## config.mk

```make
export PLATFORM = sky130hd
export DESIGN_NAME = half_adder
export DESIGN_NICKNAME = d
export VERILOG_FILES = /design/src/rtl/half_adder.sv
export SDC_FILE = /design/constraint.sdc
export NUM_CORES = 1
export LEC_CHECK = 0
export ABC_AREA = 1
export BUFFER_PORTS_ARGS = -buffer_cell sky130_fd_sc_hd__clkbuf_2
export CAP_MARGIN = 20
export CORE_AREA = 2 2 39 41
export CTS_BUF_LIST = sky130_fd_sc_hd__clkbuf_8 sky130_fd_sc_hd__clkbuf_16
export CTS_CLUSTER_DIAMETER = 200
export DETAILED_ROUTE_END_ITERATION = 10
export DIE_AREA = 0 0 41 43
export PLACE_DENSITY_LB_ADDON = 0.1
export SETUP_SLACK_MARGIN = 0.1
export SLEW_MARGIN = 20
export SYNTH_ARGS = -nofsm -noshare
export SYNTH_HDL_FRONTEND = slang
export SYNTH_SLANG_ARGS = --single-unit
```

## constraint.sdc

```tcl
create_clock -name clk -period 0.8 [get_ports clk]
set_input_delay 0.08 -clock clk [delete_from_list [all_inputs] [get_ports clk]]
set_output_delay 0.08 -clock clk [all_outputs]
set_load 0.01 [all_outputs]
```

## src/rtl/half_adder.sv

```systemverilog
// ---------------------------------------------------------------------------
// half_adder
//   WIDTH independent half-adder lanes. Each lane has a combinational sum/carry
//   and a registered copy for timing-clean downstream use. There is no carry
//   between lanes.
//
//   Optional feature: define HALF_ADDER_STATS_EN to enable a saturating count
//   of accepted cycles that have any carry bit set. Without the macro,
//   carry_cnt is tied to zero and no counter logic is built.
//
// Ports
//   clk        rising-edge clock for all registers
//   rst        synchronous, active-high reset; takes priority over in_valid
//   a, b       addends, lane i = bit i
//   sum        a ^ b, combinational
//   carry      a & b, combinational
//   in_valid   qualifies a/b for the registered path
//   sum_q      registered sum; holds its value when in_valid=0
//   carry_q    registered carry; holds its value when in_valid=0
//   out_valid  one-cycle pulse for each accepted input
//   carry_cnt  saturating carry-event count (zero unless HALF_ADDER_STATS_EN)
// ---------------------------------------------------------------------------

// One lane: the combinational cell plus its enable-qualified output register.
module half_adder_lane (
    input  logic clk,
    input  logic rst,
    input  logic en,
    input  logic a,
    input  logic b,
    output logic sum,
    output logic carry,
    output logic sum_q,
    output logic carry_q
);
    assign sum   = a ^ b;
    assign carry = a & b;

    always_ff @(posedge clk) begin
        if (rst) begin
            sum_q   <= 1'b0;
            carry_q <= 1'b0;
        end else if (en) begin
            sum_q   <= sum;
            carry_q <= carry;
        end
    end
endmodule

module half_adder #(
    parameter int WIDTH = 1,
    parameter int CNT_W = 16
) (
    input  logic             clk,
    input  logic             rst,
    input  logic [WIDTH-1:0] a,
    input  logic [WIDTH-1:0] b,
    output logic [WIDTH-1:0] sum,
    output logic [WIDTH-1:0] carry,
    input  logic             in_valid,
    output logic [WIDTH-1:0] sum_q,
    output logic [WIDTH-1:0] carry_q,
    output logic             out_valid,
    output logic [CNT_W-1:0] carry_cnt
);
    localparam int STAGES = 1;

    // Valid shift register. Stage 0 is the live input qualifier, and stage
    // STAGES lines up with sum_q/carry_q.
    logic [STAGES:0] vld_pipe;

    assign vld_pipe[0] = in_valid;

    always_ff @(posedge clk) begin
        if (rst) vld_pipe[STAGES:1] <= '0;
        else     vld_pipe[STAGES:1] <= vld_pipe[STAGES-1:0];
    end

    assign out_valid = vld_pipe[STAGES];

    for (genvar i = 0; i < WIDTH; i++) begin : g_lane
        half_adder_lane u_lane (
            .clk     (clk),
            .rst     (rst),
            .en      (in_valid),
            .a       (a[i]),
            .b       (b[i]),
            .sum     (sum[i]),
            .carry   (carry[i]),
            .sum_q   (sum_q[i]),
            .carry_q (carry_q[i])
        );
    end

`ifdef HALF_ADDER_STATS_EN
    logic [CNT_W-1:0] cnt_q;

    // The count stops at all-ones, so a long burst cannot wrap back to a
    // small value.
    always_ff @(posedge clk) begin
        if (rst)
            cnt_q <= '0;
        else if (in_valid && (|carry) && (cnt_q != {CNT_W{1'b1}}))
            cnt_q <= cnt_q + 1'b1;
    end

    assign carry_cnt = cnt_q;
`else
    assign carry_cnt = '0;
`endif
endmodule

```

== After elaboration in Yosys (flattened, before gate mapping) ==
Index checks and enable logic that the tools add are counted.

* Bitwise operators: 2

{| class="wikitable"
|+ Operators with widths
! kind !! number
|-
| $and 1x1->1 || 1
|-
| $xor 1x1->1 || 1
|}

* Output and inout port bits: 21
* Register bits after elaboration: 3
* Input port bits: 5

== Logic depth before layout (Yosys ltp) ==
Gate-level depths: netlist of the first run.

* Word-level depth: 1
* Mapped depth: 5

== Hierarchy ==
Synthesis of the first run repeated with hierarchy kept, for this count alone.

* Cells, all modules: 34
* Area, all modules: 247.7 sq um

{| class="wikitable"
|+ Modules (own cells, without submodules)
! module !! cells each !! instances !! seq. area each (sq um) !! area each (sq um)
|-
| half_adder || 20 || 1 || 20.0 || 153.9
|-
| half_adder_lane || 14 || 1 || 40.0 || 93.8
|}

== Worst setup path after synthesis of the first run ==
OpenSTA, ideal clock, no wires.

* Path kind: input port to flip-flop
* From: input port a
* To: register g_lane[0].u_lane.sum_q
* Library setup time: 0.113 ns
* Setup slack: 0.107 ns
* Data required time: 0.687 ns
* Cell stages on the path: 5
* Data arrival time: 0.581 ns
* Cell sequence: ha_1 > inv_1 > nand2_1 > nand2_1 > nor2_1

* Word-level cells in the longest chain between the ends: 1

{| class="wikitable"
|+ RTL lines
! what !! line !! source
|-
| start: declaration || 56 || <nowiki>input logic [WIDTH-1:0] a,</nowiki>
|-
| $xor 1x1->1 || 36 || <nowiki>assign sum = a ^ b;</nowiki>
|-
| end signal: assignment || 44 || <nowiki>sum_q <= sum;</nowiki>
|-
| end: declaration || 33 || <nowiki>output logic sum_q,</nowiki>
|}

No other way between the ends.
A chain may end at the register's enable or synchronous reset.

== Worst setup path after layout of the first run ==
* From: register g_lane[0].u_lane.sum_q
* To: output port sum_q

{| class="wikitable"
|+ RTL lines
! what !! line !! source
|-
| end: declaration || 61 || <nowiki>output logic [WIDTH-1:0] sum_q,</nowiki>
|}

No word-level cell between the ends.

==> summary by stage, run 1 <==
Global routing
The via count of the first global-routing pass was 139. The first global-routing pass estimated 496 um of wire. Global routing finished with a remaining overflow of 0. Entering global routing, the biggest net connects 6 pins. Across every metal layer, demand over resource in global routing totals 0.0532. The initial antenna violation count was 0.

Floorplan
The floorplan step defined a core boundary enclosing about 1400 um^2. The starting density of the core is 0.177. The floorplan step defined a die boundary enclosing around 1800 um^2. The width of the die is 41 um. The die height is about 43 um.

26 I/O pins were placed. Row generation in the floorplan step produced 14 rows.

Setup path
The worst-path cell with the longest stage delay is dfxtp_2. For this run, the slowest stage of the critical path takes 310 ps. The cell family contributing the most delay on the critical path is flip-flops. The length in cells of the worst reg-to-reg path is 2. For flop-to-flop paths, the worst setup slack is roughly 240 ps. In this run the number of cells on the critical path is 1. The required time reported for the critical path endpoint is 720 ps. The endpoint of the lowest-slack register-to-register path is g_lane[0].u_lane.sum_q.

The critical setup path kind is flop to output pin. The critical path goes through buf_6. Following the worst setup path forward leads to its endpoint at sum_q. The number of buffers and inverters on the critical path is 1. STA classifies the critical path endpoint as an output pin. In this run the worst path has a maximum fanout of 2. The critical path arrival is 640 ps. The type of origin of the critical path is a flop. In this run the critical register-to-register path is launched from g_lane[0].u_lane.sum_q. The launch point of the worst path is g_lane[0].u_lane.sum_q.

Placement
The weighted congestion at the end of routability-driven global placement is between 0.5 and 0.6. The count of buffers inserted at the top-level ports is 9. Summed over all nets, the half-perimeter wirelength after detailed placement is 309 um. The total placed instance area is 246 um^2.

Including well taps, the total number of placed cells is 58. Before CTS, the worst setup slack after placement is slightly above 40 ps.

Layout
The final standard cell utilization of the core is 0.222. The number of fill cells is 174. The storage element area is 62.6 um^2. In the final layout, the share of cells above drive strength 1 is 0.304.

The final antenna diode count is 0. The area used by multi-input combinational logic is roughly 110 um^2. The final instance area is 307 um^2.

The filler-free cell count of the finished design is 62. The most common cell after layout, fill and taps aside is conb_1. The growth of design area from synthesis to finish is 25.0%.

In the layout the commonest cells are 16 x conb_1, 6 x clkbuf_2, 5 x inv_1, 5 x nor2_1, 4 x nand2_1. The final layout contains 53 nets.

Status
The flow ran to the end, and the final reports show no timing, DRC or antenna violations.

Synthesis
The cell area that synthesis handed to floorplanning was around 250 um^2. The number of unique standard cell types used by synthesis is 7. A synthesized cell averages 7.21 um^2. The share of the synthesized area in the top cell type is 0.490.

By area the synthesized netlist is led by buf_4 49%, dfxtp_1 24%, nor2_1 7.7%. The synthesized design spends more area on one cell type than any other, namely buf_4. The cell count after synthesis came out at 34. The flop and latch count out of synthesis is 3. The number of warning messages in the yosys log is 0. The part of the Yosys area used for sequential elements is 0.245.

Routing
The number of routed nets with antenna violations is 0. The detailed router's first-iteration violation count is 1. In the routed layout, each cell is associated on average with a via count of 2.90. The total wire length is ~360 um. In the routed design, unresolved DRC markers number 0. The number of optimization iterations in the first detailed-route pass is 4.

The via count is 180. The per-cell routed wire length is between 5 and 6 um.

Timing
The clock skew after layout is 0 ps. The final hold violation count is 0. The number of max-slew violations in the final report is 0. In the finished design, the share of the clock period the worst path needs comes to 0.899. The final hold slack is 43.6 ps. The fmax is 1.39 GHz. The clock period could shrink to roughly 720 ps. The setup TNS after final layout is 0 ps. The count of final setup violators is 0.

Setup repair after global routing could not meet its margin everywhere. Once routing completed, OpenROAD measured the worst setup slack at 80.8 ps.

Power and ir drop
The cell leakage power is 0.194 nW. The areal power density over the cells is 2300 nW/um^2. Overall power consumption after layout is estimated at 0.704 mW.

The peak supply drop is 0.000539 V.

Flow run
The tool flagged a number of max-cap violations equal to 0.

Clock tree
The maximum count of clock buffers along a single path is 2. The total clock buffers created by CTS is 3. After clock tree synthesis, the repair step resized 2 gates. After clock tree synthesis, the clock-pin slew on the worst setup and hold paths is 30 ps.

The number of hold-repair buffers added at the cts stage is 0. The sink count of the clock tree is 3. TritonCTS built the clock tree. The total setup buffers inserted after CTS is 0.

The tree is rooted in a clkbuf_8. The maximum level of the CTS H-tree is 1. The clock network latency to the later pin of the worst-skew pair is approximately 220 ps.

Min path
The worst min-delay path category is input port to flop.
## cells in the mapped netlist
| master | number |
|---|---|
| buf_4 | 16 |
| ha_1 | 1 |
| conb_1 | 1 |
| inv_1 | 4 |
| nand2_1 | 4 |
| nor2_1 | 5 |
| dfxtp_1 | 3 |
## where the power goes
part | internal (mW) | switching, mW
Combinational | 0.0372 | 0.0687
Sequential | 0.162 | 0.00504
Clock | 0.327 | 0.104
Total | 0.526 | 0.178
## registers in the layout, summed over array words and instances, names as in the netlist
| name | cells |
|---|---|
| g_lane.u_lane.sum_q | 1 |
| g_lane.u_lane.carry_q | 1 |
| out_valid | 1 |
## metal layers
metal | routed length, um | up-vias | global-route usage | share of wire
met2 | 194 | 15 | 0.0656 | 0.53
met3 | 65 | 0 | 0.0628 | 0.18
met5 | 0 | - | 0 | 0
li1 | - | 89 | - | -
met1 | 105 | 76 | 0.0354 | 0.29
met4 | 0 | 0 | 0.0600 | 0
## cells by family (layout without fill, tap and decap cells)
group	count (synthesis)	after routing	share of synthesized area
buffers and inverters	20	17	0.551
AND/OR/NAND/NOR	9	9	0.138
flip-flops	3	3	0.245
adder cells (fa/ha/maj)	1	1	0.0510
other	1	16	0.0153
## cell type report
class / instances / share of cell area
Timing Repair Buffer: 9 / 0.188
Inverter: 4 / 0.0490
Multi-Input combinational cell: 26 / 0.347
Clock inverter: 1 / 0.0122
Tap cell: 16 / 0.0653
Sequential cell: 3 / 0.204
Clock buffer: 3 / 0.135
## worst min-delay path by stage
stage / start / endpoint / slack [ps] / depth (start not counted)
finish: rst / out_valid / 40 / 2
CTS: rst / out_valid / 40 / 2
floorplan: rst / out_valid / 150 / 1
detailed placement: rst / out_valid / 270 / 2
global route: rst / out_valid / 50 / 2
global placement: rst / out_valid / 260 / 2
No activity file was read; power rests on OpenSTA's default activity.
==> run 2: changes to the inputs <==
--- a/config.mk
+++ b/config.mk
@@ -8,11 +8,11 @@
 export ABC_AREA = 1
 export BUFFER_PORTS_ARGS = -buffer_cell sky130_fd_sc_hd__clkbuf_2
 export CAP_MARGIN = 20
-export CORE_AREA = 2 2 39 41
-export CTS_BUF_LIST = sky130_fd_sc_hd__clkbuf_8 sky130_fd_sc_hd__clkbuf_16
+export CORE_AREA = 5 5 42 44
+export CTS_BUF_LIST = sky130_fd_sc_hd__clkbuf_2 sky130_fd_sc_hd__clkbuf_4 sky130_fd_sc_hd__clkbuf_8
 export CTS_CLUSTER_DIAMETER = 200
 export DETAILED_ROUTE_END_ITERATION = 10
-export DIE_AREA = 0 0 41 43
+export DIE_AREA = 0 0 47 49
 export PLACE_DENSITY_LB_ADDON = 0.1
 export SETUP_SLACK_MARGIN = 0.1
 export SLEW_MARGIN = 20
==> summary by stage, run 2 (synthesis results as in run 1) <==
Layout
The net count reported at finish is 54. The final antenna diode count is 0. After routing the design area is between 300 and 400 um^2. The storage element area is 62.6 um^2. Once layout is complete, the utilization of the core stands at 0.224. The most common cell after layout, fill and taps aside is conb_1. The top cell types in the final layout, fill and taps aside, are 16 x conb_1, 5 x nor2_1, 5 x clkbuf_2. The share of final-layout standard cells stronger than drive strength 1 is 0.340. From synthesis to final layout, the design area changed by 28.1%. The area used by multi-input combinational logic is around 120 um^2.

Fill cells in the final layout number 170.

Clock tree
TritonCTS built the clock tree. The clock network latency to the later pin of the worst-skew pair is 240 ps. CTS built an H-tree with a depth of 1. The total setup buffers inserted after CTS is 0.

CTS saw 3 sinks. Counting along the longest clock path gives a buffer depth of 2. The clock slew at the register clock pins of the worst setup and hold paths is around 40 ps.

The tree is rooted in a clkbuf_4. In this run, CTS created clock tree buffers numbering 3.

Power and ir drop
The total power is slightly below 0.6 mW. In this run the static leakage power is about 0.19 nW. Across the VDD grid, the largest voltage drop is 0.000573 V.

For this design the ratio of total power to cell area is 1890 nW/um^2.

Timing
The number of max-slew violations in the final report is 0. After layout, the worst setup slack is 50.1 ps. The clock period minus final worst setup slack is 750 ps.

The final cycle utilization of the critical path is 0.937. The setup TNS after final layout is 0 ps. The count of final setup violators is 0. Timing would allow up to 1.33 GHz.

Clock skew on the completed layout was measured at 0 ps. Setup repair after global routing could not meet its margin everywhere. The final hold violation count is 0.

Routing
The number of routed nets with antenna violations is 0. The final layout contains routed wiring with a total length of 468 um. The routed layout has ~190 vias.

The detailed-route DRC error count is 0. In the final routed layout, each cell accounts on average for 7.43 um. The via density per instance is between 2 and 3. For this run, the detailed router's first-pass iteration total came to 1. In this run, the number of DRC markers left after iteration 0 of detailed routing was 0.

Floorplan
The width of the die is approximately 47 um. The overall die area is 2300 um^2. The initial utilization of the core area, before any placement, comes to 0.175. In this run the count of I/O pins placed on the die edge is 26. The area of the placeable core is 1400 um^2. The die height is 49 um.

In this run the core area contains 14 standard-cell rows.

Setup path
The type of destination of the critical path is an output pin. The worst-path cell with the longest stage delay is dfxtp_2. In this run the worst path has a maximum fanout of 2. The critical setup path kind is flop to output pin. The family with the most delay on the worst path is flip-flops. Counting both buffers and inverters, the worst setup path holds a total of 1. Walking the worst path, the cells encountered are buf_6.

For the worst setup path, the data arrival time is 670 ps. For the worst setup path, the data required time is 720 ps. The type of origin of the critical path is a flop.

The maximum cell stage delay along the critical path is 320 ps.

Global routing
The overall overflow remaining after global route is 0. The global-route wire length before repair is between 700 and 800 um. Across every metal layer, demand over resource in global routing totals 0.0521. The via count of the first global-routing pass is 182. Entering global routing, the biggest net connects 6 pins. The initial antenna violation count is 0.

Status
The flow ran to the end, and the final reports show no timing, DRC or antenna violations.

Placement
The weighted congestion at the end of routability-driven global placement is 0.566. Once placement finished, the instance area stood at 246 um^2. At the placement stage, the worst setup path has a slack of 41.2 ps. Summed over all nets, the half-perimeter wirelength after detailed placement is 380 um. The count of buffers inserted at the top-level ports is 9.

Min path
The worst hold path belongs to the class input port to flop.

Flow run
Max-cap violations in this run came to 0.
[run 2: stage by stage]
step	hold slack (ps)	instances
3_3_place_gp	264	58
5_1_grt	90.6	63
6_report	89.5	63
2_1_floorplan	151	49
4_1_cts	6.41	62
3_5_place_dp	265	58
[run 2: timing repair]
action,4_1_cts,5_1_grt
hold buffers,0,1
hold endpoints to repair,0,1
cloned,0,0
resized for setup,2,7
pin swaps,0,0
setup endpoints to repair,3,4
[run 2: worst register-to-register path: stages (launching register included)]
cell	delay, ps
dfxtp_2	310
nor2_1	110
nor2_1	50
[run 2: report_power, final]
group / total [mW] / switching [mW] / internal, mW
registers: 0.167 / 0.00527 / 0.162
clock network: 0.309 / 0.0881 / 0.221
logic: 0.118 / 0.0738 / 0.0440
[run 2: per-layer routing]
metal,track usage,vias to the layer above,part of all wire
li1,-,92,-
met1,0.0462,80,0.32
met2,0.0566,14,0.51
met3,0.0480,0,0.18
met4,0.0691,0,0
met5,0,-,0
[run 2: path summary, 6_finish.rpt]
path                                 start                       end  slack [ps]  cells after the start
hold reg to reg   g_lane[0].u_lane.carry_q  g_lane[0].u_lane.carry_q         480                      2
hold / removal                    in_valid                 out_valid          90                      3
setup / recovery  g_lane[0].u_lane.carry_q                   carry_q          50                      1
setup reg to reg    g_lane[0].u_lane.sum_q    g_lane[0].u_lane.sum_q         220                      2
[run 2: layout make-up]
type,count,share of cell area
Clock buffer,4,0.0956
Tap cell,16,0.0637
Multi-Input combinational cell,26,0.378
Inverter,4,0.0478
Timing Repair Buffer,10,0.215
Sequential cell,3,0.199
==> run 3: changes to the inputs <==
--- a/config.mk
+++ b/config.mk
@@ -6,13 +6,14 @@
 export NUM_CORES = 1
 export LEC_CHECK = 0
 export ABC_AREA = 1
-export BUFFER_PORTS_ARGS = -buffer_cell sky130_fd_sc_hd__clkbuf_2
 export CAP_MARGIN = 20
 export CORE_AREA = 5 5 42 44
 export CTS_BUF_LIST = sky130_fd_sc_hd__clkbuf_2 sky130_fd_sc_hd__clkbuf_4 sky130_fd_sc_hd__clkbuf_8
 export CTS_CLUSTER_DIAMETER = 200
 export DETAILED_ROUTE_END_ITERATION = 10
 export DIE_AREA = 0 0 47 49
+export DONT_BUFFER_PORTS = 1
+export GPL_TIMING_DRIVEN = 0
 export PLACE_DENSITY_LB_ADDON = 0.1
 export SETUP_SLACK_MARGIN = 0.1
 export SLEW_MARGIN = 20
==> summary by stage, run 3 (synthesis results as in run 1) <==
Setup path
The type of origin of the critical path is a flop. The critical path arrival is 580 ps. The largest fanout of any net on the critical path is 2. The required time reported for the critical path endpoint is 720 ps.

The type of destination of the critical path is an output pin. The critical setup path kind is flop to output pin.

Timing
Adding up every negative setup slack in the final design gives 0 ps. Setup repair after global routing left no endpoint under its margin. The clock period could shrink to 662 ps. The count of final setup violators is 0. The final hold slack is -16.9 ps.

Dividing the final minimum period by the clock period gives 0.828. The final hold violation count came to 1. The clock skew after layout is 0 ps.

The number of max-slew violations in the final report is 0. Static timing analysis puts the maximum clock frequency at between 1.5 and 2 GHz.

Placement
In this run the tool buffered the top-level ports with 0 buffer cells. The weighted congestion at the end of routability-driven global placement is 0.600.

Clock tree
In this run the number of H-tree levels came out at 1. The clock network latency to the later pin of the worst-skew pair is 230 ps. Clock-pin slew was measured on the worst setup and hold paths at 40 ps. The number of clock buffers added by TritonCTS is 3.

The library cell used as clock root buffer is clkbuf_4. The clock passes through at most 2 buffers. The tree built by TritonCTS fans out to 3 sinks. TritonCTS built the clock tree.

Routing
The number of routed nets with antenna violations is 0. For this run, the detailed router's first-pass iteration total came to 2. For this block, the initial DRC count from the detailed router was 3. After detailed routing, the total wire length is 500 um. The via density per instance is 2.73.

The via count is roughly 190. In the routed design, unresolved DRC markers number 0. The per-cell routed wire length is 7.04 um.

Global routing
met2 is the most crowded layer. The global routing usage summed across all routing layers is 0.0549. The initial antenna violation count is 0. The pin count of the biggest net entering global routing is 6. The first global-routing pass estimated 834 um of wire. The total overflow left after global routing is 0. The via count of the first global-routing pass was just under 200. For met1 alone, demand over resource in global routing was 0.0440. The global-route met2 utilization is 0.0747. The met3 capacity usage during global routing is 0.0590.

Power and ir drop
The analysis attributes to cell leakage a power of 0.240 nW. The areal power density over the cells is 1620 nW/um^2. The peak supply drop is 0.000560 V.

Floorplan
The starting density of the core is 0.175. The die covers 2300 um^2. The floorplan step set the die height to 49 um. The die is 47 um wide. The floorplan has 14 rows.

26 I/O pins were placed. In this run the standard cell core region covers between 1000 and 1500 um^2.

Status
The final reports fail on hold timing. The run finished, with violations left.

Layout
The net count reported at finish is 62. The share of final-layout standard cells stronger than drive strength 1 is 0.418. The growth of design area from synthesis to finish is 53.1%. The final antenna diode count is 0. The final standard cell utilization of the core is 0.268. Leaving out fill and tap cells, the most frequent cells in the layout are 16 x buf_4, 16 x conb_1, 5 x nor2_1.

Min path
The worst min-delay path category is input port to flop.

Flow run
Max-cap violations in this run came to 0.
-- run 3: cell count changes in the layout (fill, tap and decap cells not counted) --
| cell | delta |
|---|---|
| dfxtp_2 | +1 |
| dfxtp_1 | -1 |
| buf_2 | -2 |
| buf_6 | -2 |
| buf_4 | +16 |
| ha_1 | +1 |
| ha_4 | -1 |
| dlygate4sd3_1 | +1 |
| clkbuf_2 | -5 |
-- run 3: layout make-up --
type                    count  area [um^2]
plain buffers              16          120
clock buffers               4         30.0
fillers                   169         1030
inverters                   4         15.0
multi-input cells          26          106
flip-flops and latches      3         63.8
well taps                  16         20.0
repair buffers              2         20.0
-- run 3: what timing repair did --
action / 4_1_cts / 5_1_grt
resized for setup: 1 / 2
setup endpoints to repair: 1 / 2
setup buffers: 0 / 0
hold buffers: 2 / 0
endpoints found under the hold margin: 3 / 0
-- run 3: metrics by stage --
step | total power, mW | std cells | hold WS [ps] | setup WS, ps | instance area (um^2)
after floorplan | 0.291 | 49 | 151 | 107 | 302
after global placement | 0.298 | 65 | 153 | 57.7 | 322
after detailed placement | 0.298 | 65 | 153 | 62.9 | 322
after CTS | 0.621 | 71 | -22.0 | 105 | 373
after global routing | 0.671 | 71 | 5.11 | 107 | 375
final | 0.609 | 71 | -16.9 | 138 | 375
-- run 3: metal layers --
metal  routed length [um]  vias up  share of wire
met4                    0        0              0
met1                  149       73           0.30
met3                   98        0           0.20
li1                     -      107              -
met2                  252       14           0.50
met5                    0        -              0
-- run 3: path summary, 6_finish.rpt --
check	depth (start not counted)	endpoint	slack, ps	startpoint
max	0	carry_q	140	g_lane[0].u_lane.carry_q
min	2	g_lane[0].u_lane.sum_q	-20	in_valid
max reg2reg	2	g_lane[0].u_lane.sum_q	220	g_lane[0].u_lane.sum_q
min reg2reg	2	g_lane[0].u_lane.carry_q	510	g_lane[0].u_lane.carry_q
-- run 3: report_power, final --
part	leakage (nW)	internal, mW	switching (mW)	total [mW]
combinational	0.195	0.0699	0.0648	0.135
clock	0.0184	0.221	0.0804	0.301
sequential	0.0258	0.163	0.0105	0.173
total	0.240	0.453	0.156	0.609
